==> config.mk <==
export PLATFORM = sky130hd
export DESIGN_NAME = sdram_vga_reader_flat
export DESIGN_NICKNAME = d
export VERILOG_FILES = /design/src/rtl/sdram_vga_reader_if.sv /design/src/rtl/sdram_vga_reader.sv /design/src/flat_wrapper.sv
export SDC_FILE = /design/constraint.sdc
export NUM_CORES = 1
export LEC_CHECK = 0
export ABC_AREA = 0
export CORE_MARGIN = 2
export CORE_UTILIZATION = 53
export CTS_BUF_LIST = sky130_fd_sc_hd__clkbuf_4 sky130_fd_sc_hd__clkbuf_8 sky130_fd_sc_hd__clkbuf_16
export DETAILED_ROUTE_END_ITERATION = 8
export GPL_TIMING_DRIVEN = 1
export PLACE_DENSITY = 0.79
export RECOVER_POWER = 50
export REMOVE_ABC_BUFFERS = 1
export SETUP_SLACK_MARGIN = 0.05
export SYNTH_ARGS = -nofsm -noshare
export SYNTH_HDL_FRONTEND = slang
export SYNTH_SLANG_ARGS = --single-unit
==> constraint.sdc <==
create_clock -name CLK -period 2.27 [get_ports CLK]
set_clock_uncertainty 0.2 [all_clocks]
set_input_delay 0.681 -clock CLK [delete_from_list [all_inputs] [get_ports CLK]]
set_output_delay 0.681 -clock CLK [all_outputs]
set_load 0.02 [all_outputs]
==> src/rtl/sdram_vga_reader_if.sv <==
// Read-side bus between the SDRAM controller's RD1 FIFO and its display consumer.
// The master is the consumer: it drives rdreq and the load/rewind strobe and receives q.
interface sdram_vga_reader_if #(
  parameter int DSIZE = 16
);
  logic [DSIZE-1:0] RD1_DATA;
  logic             RD1;
  logic             RD1_LOAD;

  modport master (input RD1_DATA, output RD1, output RD1_LOAD);
  modport slave  (output RD1_DATA, input RD1, input RD1_LOAD);
endinterface

==> src/rtl/sdram_vga_reader.sv <==
// VGA raster generator that streams one RD1 FIFO word per active pixel and
// rewinds the controller read pointer during vertical sync of each enabled frame.
module sdram_vga_reader #(
  parameter int DSIZE    = 16,
  parameter int H_ACTIVE = 640,
  parameter int H_FP     = 16,
  parameter int H_SYNC   = 96,
  parameter int H_BP     = 48,
  parameter int V_ACTIVE = 480,
  parameter int V_FP     = 10,
  parameter int V_SYNC   = 2,
  parameter int V_BP     = 33,
  parameter int LOAD_CYC = 4
) (
  input  logic                 CLK,
  input  logic                 RESET_N,
  input  logic                 ENABLE,
  sdram_vga_reader_if.master   rd1,
  output logic                 VGA_HS_N,
  output logic                 VGA_VS_N,
  output logic                 VGA_DE,
  output logic [DSIZE-1:0]     PIX_DATA,
  output logic                 FRAME_ST
);

  localparam logic [11:0] H_ACT  = 12'(H_ACTIVE);
  localparam logic [11:0] HS_BEG = 12'(H_ACTIVE + H_FP);
  localparam logic [11:0] HS_END = 12'(H_ACTIVE + H_FP + H_SYNC);
  localparam logic [11:0] H_LAST = 12'(H_ACTIVE + H_FP + H_SYNC + H_BP - 1);
  localparam logic [11:0] V_ACT  = 12'(V_ACTIVE);
  localparam logic [11:0] VS_BEG = 12'(V_ACTIVE + V_FP);
  localparam logic [11:0] VS_END = 12'(V_ACTIVE + V_FP + V_SYNC);
  localparam logic [11:0] V_LAST = 12'(V_ACTIVE + V_FP + V_SYNC + V_BP - 1);
  localparam logic [7:0]  LOAD_M1 = 8'(LOAD_CYC - 1);

  logic [11:0] h_cnt_reg;
  logic [11:0] v_cnt_reg;
  logic        frame_en_reg;
  logic [7:0]  load_cnt_reg;
  logic [1:0]  de_dly_reg;
  logic [1:0]  hs_dly_reg;
  logic [1:0]  vs_dly_reg;
  logic [1:0]  st_dly_reg;

  logic act;
  logic hs;
  logic vs;
  logic vs_start;
  logic first_pix;

  assign act       = (h_cnt_reg < H_ACT) && (v_cnt_reg < V_ACT);
  assign hs        = (h_cnt_reg >= HS_BEG) && (h_cnt_reg < HS_END);
  assign vs        = (v_cnt_reg >= VS_BEG) && (v_cnt_reg < VS_END);
  assign vs_start  = (h_cnt_reg == 12'd0) && (v_cnt_reg == VS_BEG);
  assign first_pix = (h_cnt_reg == 12'd0) && (v_cnt_reg == 12'd0);

  always_ff @(posedge CLK or negedge RESET_N) begin
    if (!RESET_N) begin
      h_cnt_reg    <= '0;
      v_cnt_reg    <= '0;
      frame_en_reg <= 1'b0;
      load_cnt_reg <= '0;
      de_dly_reg   <= '0;
      hs_dly_reg   <= '0;
      vs_dly_reg   <= '0;
      st_dly_reg   <= '0;
      rd1.RD1      <= 1'b0;
      rd1.RD1_LOAD <= 1'b1;
      VGA_HS_N     <= 1'b1;
      VGA_VS_N     <= 1'b1;
      VGA_DE       <= 1'b0;
      PIX_DATA     <= '0;
      FRAME_ST     <= 1'b0;
    end else begin
      if (h_cnt_reg == H_LAST) begin
        h_cnt_reg <= '0;
        v_cnt_reg <= (v_cnt_reg == V_LAST) ? 12'd0 : v_cnt_reg + 12'd1;
      end else begin
        h_cnt_reg <= h_cnt_reg + 12'd1;
      end

      // The frame decision is taken once in vsync, so the frame being read always completes.
      if (vs_start) begin
        frame_en_reg <= ENABLE;
        load_cnt_reg <= ENABLE ? LOAD_M1 : 8'd0;
      end else if (load_cnt_reg != 8'd0) begin
        load_cnt_reg <= load_cnt_reg - 8'd1;
      end
      rd1.RD1_LOAD <= vs_start || !frame_en_reg || (load_cnt_reg != 8'd0);

      // Stage 1 issues rdreq; q arrives at stage 2 and is registered to the pins at stage 3.
      rd1.RD1    <= act && frame_en_reg;
      de_dly_reg <= {de_dly_reg[0], act && frame_en_reg};
      hs_dly_reg <= {hs_dly_reg[0], hs};
      vs_dly_reg <= {vs_dly_reg[0], vs};
      st_dly_reg <= {st_dly_reg[0], first_pix && frame_en_reg};

      VGA_DE   <= de_dly_reg[1];
      VGA_HS_N <= !hs_dly_reg[1];
      VGA_VS_N <= !vs_dly_reg[1];
      FRAME_ST <= st_dly_reg[1];
      PIX_DATA <= de_dly_reg[1] ? rd1.RD1_DATA : '0;
    end
  end

endmodule

==> src/flat_wrapper.sv <==
// flat-port wrapper written by rule: the top's interface ports become plain ports
module sdram_vga_reader_flat 
#(
  parameter int DSIZE    = 16,
  parameter int H_ACTIVE = 640,
  parameter int H_FP     = 16,
  parameter int H_SYNC   = 96,
  parameter int H_BP     = 48,
  parameter int V_ACTIVE = 480,
  parameter int V_FP     = 10,
  parameter int V_SYNC   = 2,
  parameter int V_BP     = 33,
  parameter int LOAD_CYC = 4
)
  (CLK, RESET_N, ENABLE, VGA_HS_N, VGA_VS_N, VGA_DE, PIX_DATA, FRAME_ST, rd1_RD1_DATA, rd1_RD1, rd1_RD1_LOAD);
  sdram_vga_reader_if #(.DSIZE(DSIZE)) rd1_i ();
  input  logic CLK;
  input  logic RESET_N;
  input  logic ENABLE;
  output logic VGA_HS_N;
  output logic VGA_VS_N;
  output logic VGA_DE;
  output logic [DSIZE-1:0] PIX_DATA;
  output logic FRAME_ST;
  input wire logic [$bits(rd1_i.RD1_DATA)-1:0] rd1_RD1_DATA;
  output wire logic [$bits(rd1_i.RD1)-1:0] rd1_RD1;
  output wire logic [$bits(rd1_i.RD1_LOAD)-1:0] rd1_RD1_LOAD;
  assign rd1_i.RD1_DATA = rd1_RD1_DATA;
  assign rd1_RD1 = rd1_i.RD1;
  assign rd1_RD1_LOAD = rd1_i.RD1_LOAD;
  sdram_vga_reader #(.DSIZE(DSIZE), .H_ACTIVE(H_ACTIVE), .H_FP(H_FP), .H_SYNC(H_SYNC), .H_BP(H_BP), .V_ACTIVE(V_ACTIVE), .V_FP(V_FP), .V_SYNC(V_SYNC), .V_BP(V_BP), .LOAD_CYC(LOAD_CYC)) u_core (.CLK(CLK), .RESET_N(RESET_N), .ENABLE(ENABLE), .rd1(rd1_i), .VGA_HS_N(VGA_HS_N), .VGA_VS_N(VGA_VS_N), .VGA_DE(VGA_DE), .PIX_DATA(PIX_DATA), .FRAME_ST(FRAME_ST));
endmodule
==> out/results.ini, run 1 <==
[global_route]
track_usage = 0.1958
grt_start_max_net_pins = 50
antenna_found_initial = 0
grt-ovfl-total = 0
grt_pass1_wl_mm = 7.997
grt_pass1_vias = 1723

[die]
die_area_um2 = 5489
die_x_um = 74.09
ios = 41
die_y_um = 74.09
start_util = 0.5513
num_rows = 25
core_area_um2 = 4723

[routing]
first_iter_violations = 141
dr.pass1.iters = 4
wirelength_mm = 5.150
drc_errors = 0
ant_nets = 0
viasPerCell = 5.301
vias = 1887
wl_per_cell_um = 14.47

[synthesis]
netlist_area_um2 = 2604
synthCells = 224
synth_edf_count = 0
ys_ff_latch = 62
synth_top_flop_cell = dfrtp_1
syn_avg_cell_area_um2 = 11.62
yosys_warnings = 0
ys_seq_area_frac = 0.5973
yosys.area.top_type_share = 0.5670
yosys-top-cells-count = 59 x dfrtp_1, 17 x and2_1, 17 x nor2_1
synthDistinctLibCells = 38
synth_area_leaders = dfrtp_1 57%, and2_1 4.1%, xor2_1 3.7%
async_flop_share = 1.000
yosysMostFrequentCell = dfrtp_1
synth.largest_area_cell = dfrtp_1

[placement]
dpl-instance-area_um2 = 3129
gp_congestion = 0.8095
numPortBuffers = 40
hpwl_mm = 3.305

[min_path]
min_path_type = register to register
worstHoldEndpoint = u_core.VGA_HS_N$_DFF_PN1_
holdPathStages = 1
hold_start = u_core.hs_dly_reg[1]$_DFF_PN0_

[clock_tree]
cts-root-buf = clkbuf_8
htreeDepth = 3
insertion_delay_ps = 330
cts.sinks = 62
cts_tree = done
path_clk_slew_ps = 70
cts-buffers-inserted = 9
ctsHoldBuffers = 0
clock_path_buffers = 2

[cells_and_area]
areaGrowthSynthToFinish_pct = 31.14
fin_nets = 309
largest_reg_flops = 16
n_antenna_cell = 0
drive_gt1_frac = 0.1522
stdcell_area_um2 = 3415

[sta]
max_freq_ghz = 0.4558
setup_viol = 0
hold_violations = 0
slew_headroom = 0.5183
finalSetupTns_ps = 0
tightestPinTransition_ps = 722.5
slew_violations = 0
fin_crit_ps = 2194
timing.hold.ws_ps = 148.9
rsz0062_at_grt = true
final.period_utilization = 0.9665

[worst_setup_path]
worstPathMaxFanout = 6
crit_chain = ha_2 -> nand4_2 -> or4b_4 -> nor4_2 -> xor2_1
path_class = register to register
slowest_delay_ps = 610
endpoint_kind = register
r2r_cells = 5
slowest_stage = or4b_4
worstPathRequired_ps = 2330
reg2reg_from = u_core.h_cnt_reg[0]$_DFF_PN0_
startpoint_type = register
r2r_setup_slack_ps = 80
r2r-end = u_core.v_cnt_reg[10]$_DFFE_PN0N_
crit_arrival_ps = 2260

[power]
power.density_nw_per_um2 = 647.8
p_leak_nw = 1.634
peakVddDrop_mv = 0.3698

[run_status]
status = completed

[job]
cap_violations = 0

[worst max path at each step]
stage / start / end
2_1_floorplan: u_core.h_cnt_reg[0]$_DFF_PN0_ / u_core.v_cnt_reg[4]$_DFFE_PN0N_
3_3_place_gp: u_core.load_cnt_reg[0]$_DFFE_PN0P_ / u_core.load_cnt_reg[1]$_DFFE_PN0P_
3_5_place_dp: u_core.h_cnt_reg[11]$_DFF_PN0_ / u_core.v_cnt_reg[11]$_DFFE_PN0N_
4_1_cts: u_core.h_cnt_reg[11]$_DFF_PN0_ / u_core.v_cnt_reg[11]$_DFFE_PN0N_
5_1_grt: u_core.h_cnt_reg[0]$_DFF_PN0_ / u_core.v_cnt_reg[10]$_DFFE_PN0N_
6_report: u_core.h_cnt_reg[0]$_DFF_PN0_ / u_core.v_cnt_reg[10]$_DFFE_PN0N_
[worst max-delay path: cells and delay by family (launching register included)]
family        cells  cell delay (ps)
simple gates      3             1100
flops             1              420
fa+ha+maj         1              240
xor+xnor          1              170
[logic make-up after synthesis]
kind of cell,share of synthesized area
XOR/XNOR,0.06055
flip-flops,0.5973
multiplexers,0.02451
adder cells (fa/ha/maj),0.02883
AND/OR/NAND/NOR,0.2220
AO/OA/AOI/OAI,0.04805
buffers and inverters,0.01874
[per-layer routing]
layer,global-route usage,share of wire,vias up
li1,-,-,908
met1,0.2662,0.45,915
met2,0.3006,0.48,56
met3,0.04607,0.048,8
met4,0.09091,0.016,0
met5,0,0,-
[repair_timing]
| action | CTS | global route |
|---|---|---|
| gates cloned | 0 | 0 |
| gates resized for setup | 4 | 7 |
| setup endpoints to repair | 4 | 7 |
| pin swaps | 0 | 2 |
| buffers inserted | 0 | 6 |
[area by class of cell]
cell class	count	area [µm²]
sequential	62	1555
fill	329	1309
multi-input combinational	149	1037
timing repair buffer	52	483.0
clock buffer	10	131.4
clock inverter	6	86.33
tap	67	83.83
inverter	10	37.54
[power breakdown]
group	leakage [nW]	total [mW]	switching, mW	internal, mW
Clock	0.110	1.06	0.429	0.628
Sequential	0.842	1.10	0	1.10
Combinational	0.683	0.0499	0.0241	0.0258
[through the flow]
step | cells | power [mW] | utilization | setup slack [ps]
6_report | 356 | 2.212 | 0.7229 | 75.95
4_1_cts | 350 | 2.238 | 0.7076 | 69.91
3_5_place_dp | 334 | 1.181 | 0.6625 | 127.1
5_1_grt | 356 | 2.287 | 0.7229 | 8.342
3_3_place_gp | 334 | 1.180 | 0.6625 | 198.0
2_1_floorplan | 221 | 1.126 | - | 47.97
[cells in the final DEF (no fill, tap or decap), types with 4 or more instances in the layout]
cell,netlist,routed
and2_1,17,17
and3_1,6,6
buf_4,0,10
clkbuf_8,0,9
clkdlybuf4s50_1,0,33
dfrtp_1,59,59
dlygate4sd2_1,0,4
ha_1,6,5
inv_1,10,10
nand2_1,11,11
nand3_1,8,8
nand4_1,7,7
nor2_1,17,17
nor3_1,6,6
nor4_1,6,4
o21ai_0,10,10
xnor2_1,7,7
xor2_1,11,11
No activity file was read; power rests on OpenSTA's default activity.
==> run 2, diff against run 1 <==
--- a/config.mk
+++ b/config.mk
@@ -15,6 +15,7 @@
 export RECOVER_POWER = 50
 export REMOVE_ABC_BUFFERS = 1
 export SETUP_SLACK_MARGIN = 0.05
+export SKIP_CTS_REPAIR_TIMING = 1
 export SYNTH_ARGS = -nofsm -noshare
 export SYNTH_HDL_FRONTEND = slang
 export SYNTH_SLANG_ARGS = --single-unit
==> out/results.ini, run 2 (same netlist as run 1, synthesis figures left out) <==
[routing]
wirelength_mm = 5.159
highest_layer = met4
wl_met1_mm = 2.333
drc_errors = 0
wl_per_cell_um = 14.49
viasPerCell = 5.301
met2WireLength_mm = 2.489
first_iter_violations = 141
vias = 1887
ant_nets = 0
dr.pass1.iters = 4
met3_length_um = 253

[worst_setup_path]
path_class = register to register
r2r_cells = 5
startpoint_type = register
endpoint_kind = register
crit_arrival_ps = 2260
worstPathMaxFanout = 6
worstPathRequired_ps = 2330

[min_path]
holdPathStages = 1
min_path_type = register to register

[power]
power.density_nw_per_um2 = 645.0
peakVddDrop_mv = 0.3699
p_leak_nw = 1.653
power.total_mw = 2.212

[cells_and_area]
multi_input_area_um2 = 1037
areaGrowthSynthToFinish_pct = 31.72
final-seq-area_um2 = 1555
final_common_cell = dfrtp_1
fin_nets = 309
final_cell_mix = 59 x dfrtp_1, 33 x clkdlybuf4s50_1, 17 x nor2_1, 17 x and2_1
n_antenna_cell = 0
drive_gt1_frac = 0.1522
fillers = 324
largest_reg_flops = 16

[die]
num_rows = 25
start_util = 0.5513
core_area_um2 = 4723
ios = 41
die_area_um2 = 5489
die_x_um = 74.09
die_y_um = 74.09

[sta]
hold_violations = 0
setup_ws_ps = 75.95
setup_viol = 0
tightestPinTransition_ps = 722.5
fin_crit_ps = 2194
rsz0062_at_grt = true
slew_headroom = 0.5183
slew_violations = 0
max_freq_ghz = 0.4558
final.period_utilization = 0.9665

[global_route]
grt_start_max_net_pins = 50
track_usage = 0.1955
grt_pass1_vias = 1723
grt-ovfl-total = 0
antenna_found_initial = 0
grt_pass1_wl_mm = 7.990

[placement]
place_ws_ps = 127.1
hpwl_mm = 3.305
numPortBuffers = 40
gp_congestion = 0.8095

[clock_tree]
cts-root-buf = clkbuf_8
insertion_delay_ps = 330
cts-buffers-inserted = 9
clock_path_buffers = 2
cts.sinks = 62
path_clk_slew_ps = 70
htreeDepth = 3
cts_tree = done

[job]
cap_violations = 0

[run_status]
status = completed

==> run 2: path summary, 6_finish.rpt <==
check	start	endpoint	slack (ps)
setup / recovery	u_core.h_cnt_reg[0]$_DFF_PN0_	u_core.v_cnt_reg[10]$_DFFE_PN0N_	80
hold / removal	u_core.hs_dly_reg[1]$_DFF_PN0_	u_core.VGA_HS_N$_DFF_PN1_	150
setup reg to reg	u_core.h_cnt_reg[0]$_DFF_PN0_	u_core.v_cnt_reg[10]$_DFFE_PN0N_	80
hold reg to reg	u_core.hs_dly_reg[1]$_DFF_PN0_	u_core.VGA_HS_N$_DFF_PN1_	150
max in group asynchronous	RESET_N	u_core.h_cnt_reg[3]$_DFF_PN0_	520
min in group asynchronous	RESET_N	u_core.frame_en_reg$_DFFE_PN0P_	170
==> run 2: layout make-up <==
cell class / count / area share
clock buffers: 10 / 0.03831
clock inverters: 6 / 0.02517
repair buffers: 52 / 0.1452
well taps: 67 / 0.02444
multi-input cells: 149 / 0.3024
inverters: 10 / 0.01094
flip-flops and latches: 62 / 0.4535
==> run 2: per-stage QoR <==
| step | hold slack (ps) | cells | instance area (µm²) | TNS, ps | utilization |
|---|---|---|---|---|---|
| 3_5_place_dp | 134.7 | 334 | 3129 | 0 | 0.6625 |
| 6_report | 148.9 | 356 | 3430 | 0 | 0.7261 |
| 2_1_floorplan | 131.2 | 221 | 2592 | 0 | - |
| 5_1_grt | 149.6 | 356 | 3430 | 0 | 0.7261 |
| 4_1_cts | 41.94 | 350 | 3347 | -208.1 | 0.7086 |
| 3_3_place_gp | 132.4 | 334 | 3129 | 0 | 0.6625 |
==> run 2: routing by layer <==
layer / vias up / track usage
met5: - / 0
met4: 0 / 0.09091
met3: 8 / 0.04607
met2: 56 / 0.3006
met1: 915 / 0.2653
li1: 908 / -
==> run 2: power breakdown <==
group | internal (mW) | switching (mW)
registers | 1.10 | 0
logic | 0.0258 | 0.0242
clock network | 0.628 | 0.429
==> run 2: critical path, stage by stage (launching register included) <==
cell	delay [ps]
dfrtp_1	420
ha_2	240
nand4_2	120
or4b_4	610
nor4_2	370
xor2_1	170
